<file path="src/rtl/shift_delay_var.sv">
// Multi-lane variable-depth delay line.
// All lanes share one delay select and one valid tag per stage. The output
// tap moves as soon as a new delay is accepted. dout_valid is then masked for
// the new delay's worth of enabled cycles, which hides the samples that the
// tap jump would otherwise duplicate or skip.
module shift_delay_var #(
    parameter int WIDTH    = 8,
    parameter int CHANNELS = 2,
    parameter int DEPTH    = 16,
    localparam int DLY_W   = $clog2(DEPTH + 1)
) (
    input  logic                      clk,
    input  logic                      rst,
    input  logic                      en,
    input  logic                      flush,
    input  logic [DLY_W-1:0]          dly,
    input  logic                      din_valid,
    input  logic [CHANNELS*WIDTH-1:0] din,
    output logic                      dout_valid,
    output logic [CHANNELS*WIDTH-1:0] dout,
    output logic                      dly_err
);

    localparam int DW = CHANNELS * WIDTH;

    logic [DW-1:0]    data_q [DEPTH];
    logic [DEPTH-1:0] vld_q;
    logic [DLY_W-1:0] dly_q;
    logic [DLY_W-1:0] settle_q;
    logic             dly_err_q;

    logic [DLY_W-1:0] dly_eff;
    logic             err_eff;
    logic [DLY_W-1:0] tap;
    logic             vld_sel;

    // Clamp the requested delay into 1..DEPTH and flag any out-of-range request
    always_comb begin
        dly_eff = dly;
        err_eff = 1'b0;
        if (dly == '0) begin
            dly_eff = DLY_W'(1);
            err_eff = 1'b1;
        end else if (dly > DLY_W'(DEPTH)) begin
            dly_eff = DLY_W'(DEPTH);
            err_eff = 1'b1;
        end
    end

    // Data stages: shift on enable, never cleared by flush
    always_ff @(posedge clk or negedge rst) begin
        if (!rst) begin
            for (int unsigned i = 0; i < DEPTH; i++) begin
                data_q[i] <= '0;
            end
        end else if (en) begin
            data_q[0] <= din;
            for (int unsigned i = 1; i < DEPTH; i++) begin
                data_q[i] <= data_q[i-1];
            end
        end
    end

    // Valid tags: shift alongside data, flush clears them all, including the
    // sample entering in the same cycle
    always_ff @(posedge clk or negedge rst) begin
        if (!rst) begin
            vld_q <= '0;
        end else if (en) begin
            if (flush) begin
                vld_q <= '0;
            end else begin
                vld_q[0] <= din_valid;
                for (int unsigned i = 1; i < DEPTH; i++) begin
                    vld_q[i] <= vld_q[i-1];
                end
            end
        end
    end

    // Delay register, range flag, and settle counter that restarts on a delay change
    always_ff @(posedge clk or negedge rst) begin
        if (!rst) begin
            dly_q     <= DLY_W'(1);
            settle_q  <= '0;
            dly_err_q <= 1'b0;
        end else if (en) begin
            dly_err_q <= err_eff;
            if (dly_eff != dly_q) begin
                dly_q    <= dly_eff;
                settle_q <= dly_eff;
            end else if (settle_q != '0) begin
                settle_q <= settle_q - 1'b1;
            end
        end
    end

    assign tap = dly_q - 1'b1;

    // Output tap mux, driven from registers only
    always_comb begin
        dout    = '0;
        vld_sel = 1'b0;
        for (int unsigned i = 0; i < DEPTH; i++) begin
            if (tap == DLY_W'(i)) begin
                dout    = data_q[i];
                vld_sel = vld_q[i];
            end
        end
    end

    assign dout_valid = vld_sel & (settle_q == '0);
    assign dly_err    = dly_err_q;

endmodule

</file>
<file path="config.mk">
export PLATFORM = sky130hd
export DESIGN_NAME = shift_delay_var
export DESIGN_NICKNAME = d
export VERILOG_FILES = /design/src/rtl/shift_delay_var.sv
export SDC_FILE = /design/constraint.sdc
export NUM_CORES = 1
export LEC_CHECK = 0
export BUFFER_PORTS_ARGS = -buffer_cell sky130_fd_sc_hd__clkbuf_2
export CAP_MARGIN = 20
export CORE_ASPECT_RATIO = 1.2
export CORE_MARGIN = 2
export CORE_UTILIZATION = 50
export CTS_BUF_LIST = sky130_fd_sc_hd__clkbuf_8
export DETAILED_ROUTE_END_ITERATION = 8
export GPL_TIMING_DRIVEN = 0
export MAX_ROUTING_LAYER = met4
export PLACE_DENSITY_LB_ADDON = 0.1
export SLEW_MARGIN = 15
export SYNTH_ARGS = -nofsm -noshare
export SYNTH_HDL_FRONTEND = slang
export SYNTH_SLANG_ARGS = --single-unit
</file>
<file path="constraint.sdc">
create_clock -name clk -period 5.51 [get_ports clk]
set_clock_uncertainty 0.15 [all_clocks]
set_input_delay 0.8265 -clock clk [delete_from_list [all_inputs] [get_ports clk]]
set_output_delay 0.8265 -clock clk [all_outputs]
set_load 0.01 [all_outputs]
</file>
==> results_dict.tcl <==
set metrics [dict create \
    synthTopCellsByArea "dfrtp_1 (52%), mux2_2 (22%), mux2i_1 (2.5%)" \
    critical_path.top_delay_family "buffers and inverters" \
    synth_area_um2 13500 \
    synth_top_area_share_pct 52.3 \
    wl_per_cell_um 23.5 \
    reg2reg_to "dly_q[3]" \
    criticalPathCategory "reg -> out" \
    reg2reg_slack_ns 3.31 \
    slowest_stage "dfstp_2" \
    worstPathArrival_ns 3.27 \
    p_leak_uw 0.00648 \
    nets 1213 \
    num_vias 9359 \
    finalHoldViolCount 0 \
    maxSlewViolCount 0 \
    synth_cells 1088 \
    first_pass_iters 7 \
    required_ns 4.53 \
    core_region_area_um2 26400 \
    synth_area_leader_cell "dfrtp_1" \
    h-tree-depth 2 \
    die_area_um2 28300 \
    cts_tree "built" \
    ys_ff_latch 283 \
    ctsResizeCount 0 \
    io_pins 44 \
    totalWireLength_um 36500 \
    grt_overflow_total 0 \
    synthArstFlopShare_pct 100 \
    drc_errors 0 \
    clock_sinks 283 \
    period_share_pct 77.1 \
    root_buffer "clkbuf_8" \
    finish.instance_area_um2 15200 \
    io_buffers 42 \
    fin_crit_ns 4.25 \
    gp_congestion 0.888 \
    start_util_pct 51.0 \
    clk_latency_ns 0.57 \
    via_per_inst 6.03 \
    grt_max_degree 95 \
    grt_usage_pct 27.3 \
    clockBufferDepth 3 \
    cap_viol_max_count 0 \
    crit_path_end_kind "output port" \
    yosys_warnings 0 \
    synth-edff-count 0 \
    r2r_cells 8 \
    start_kind "flip-flop" \
    maxSlewHeadroom_pct 34.7 \
    hp-class "in -> async" \
    status "completed" \
    die_x_um 154 \
    num_antenna_cells 0 \
    rsz0062_at_grt "false" \
    grt_pass1_vias 9489 \
    synthFlopType "dfrtp_1" \
    n_fill_cell 2329 \
    layout-drive-gt1-share_pct 37.0 \
    synthToLayoutAreaGrowth_pct 12.6 \
    tightest_slew_ns 0.976 \
    pwr_density_cell_nw_per_um2 448 \
    path_clk_slew_ns 0.06 \
    dr.first_iter.drc_count 658 \
    timing.rr.start "dly_q[1]" \
    cts_hold_buf 0 \
    place_area_um2 14200 \
    avgSynthCellArea_um2 12.4 \
    numCtsBuffers 48 \
    grt_pass1_wl_um 57200 \
    path_max_fanout 10 \
    setup_viol 0 \
    holdWs_ns 0.0629 \
    die_height_um 184 \
    vdd_drop_max_uv 205 \
    ys_types 71 \
    antenna_found_initial 0 \
    rows 65 \
    cts_setup_buffers 0 \
    fmax_mhz 235 \
    place_hpwl_um 26100 \
    syn_nets 1118 \
    yosysSeqAreaShare_pct 52.5 \
    crit_start "dly_q[0]" \
    path_cells "buf_4 -> buf_4 -> buf_2 -> buf_2 -> mux2i_1 -> o211ai_1 -> o21ai_0 -> nand2_1 -> clkbuf_2" \
    final_antenna_net_count 0 \
    max_stage_delay_ns 0.52 \
    crit_buf_inv 5 \
]
-- layout make-up --
type | count | area, um^2 | share of cell area [%]
clock inverters | 20 | 88.8 | 0.585
multi-input cells | 707 | 5920 | 39.0
inverters | 21 | 78.8 | 0.519
plain buffers | 77 | 408 | 2.68
flip-flops and latches | 283 | 7080 | 46.6
clock buffers | 65 | 895 | 5.89
repair buffers | 45 | 302 | 1.98
well taps | 335 | 419 | 2.76
-- state kept, by name (all words and copies together) (netlist names) --
signal and count:
data_q 256, vld_q 16, dly_q 5, settle_q 5
dly_err 1
-- report_power, final --
group / switching, uW / internal (uW)
sequential: 573 / 2810
clock: 862 / 1050
combinational: 682 / 835
total: 2120 / 4690
-- synth_stat cells (8+ instances only) --
cell and count:
a21o_1 10, o21ai_0 46, o211ai_1 8, nor3_1 12, o31ai_1 16, buf_2 38, a22oi_1 19, clkbuf_1 21
mux2i_1 34, dfrtp_1 282, a21oi_1 38, o2bb2ai_1 9, nand3_1 13, o22ai_1 22, inv_1 21, nor2_1 32
a221oi_1 14, a31oi_1 8, mux2_2 262, nand2_1 52, nand2b_1 9, buf_4 9
-- layer usage --
layer  up-vias  part of all wire [%]  global-route usage [%]
met3        84                   5.7                    5.42
li1       4252                     -                       -
met5         -                     0                       -
met2       284                    48                    43.2
met1      4739                    44                    35.9
met4         0                   2.9                    8.19
-- through the flow --
stage | utilization (%) | instances | setup WS (ns) | TNS, ns | power, uW
2_1_floorplan | - | 1088 | 2.52 | 0 | 4350
3_3_place_gp | 53.4 | 1465 | -2.68 | -747.23 | 4840
3_5_place_dp | 53.8 | 1468 | 1.93 | 0 | 4910
4_1_cts | 57.5 | 1553 | 1.32 | 0 | 6830
5_1_grt | 57.5 | 1553 | 1.12 | 0 | 7190
6_report | 57.5 | 1553 | 1.26 | 0 | 6810
-- how the worst max path moves through the flow --
stage | to | depth (start not counted)
2_1_floorplan | dly_q[4] | 8
3_3_place_gp | data_q[243] | 1
3_5_place_dp | dout[2] | 9
4_1_cts | dout[2] | 9
5_1_grt | dout[12] | 10
6_report | dout[2] | 9
-- cell families (layout without fill, tap and decap cells) --
logic type	count (synthesis)	after routing	share of synthesized area, %
adder cells (fa/ha/maj)	4	4	0.371
multiplexers	300	300	24.9
AO/OA/AOI/OAI	236	236	11.9
AND/OR/NAND/NOR	164	164	6.52
buffers and inverters	98	228	3.61
XOR/XNOR	3	3	0.195
flip-flops	283	283	52.5
-- layout by cell type, fill, tap and decap left out, drive strengths merged, types with 4 or more instances in the layout --
master   netlist  layout
a21o          10      10
a21oi         39      39
a221oi        14      14
a222oi         7       7
a22oi         19      19
a31oi          8       8
a32oi          6       6
buf           56      59
clkbuf        21     128
clkinv         0       8
dfrtp        282     282
ha             4       4
inv           21      33
mux2         264     264
mux2i         34      34
nand2         53      53
nand2b         9       9
nand3         13      13
nand3b         8       8
nor2          36      36
nor2b          6       6
nor3          15      15
nor3b          4       4
o211ai         8       8
o21a           7       7
o21ai         47      47
o221ai         4       4
o22ai         22      22
o2bb2ai        9       9
o31ai         16      16
Power figures use the tool's default switching activity.
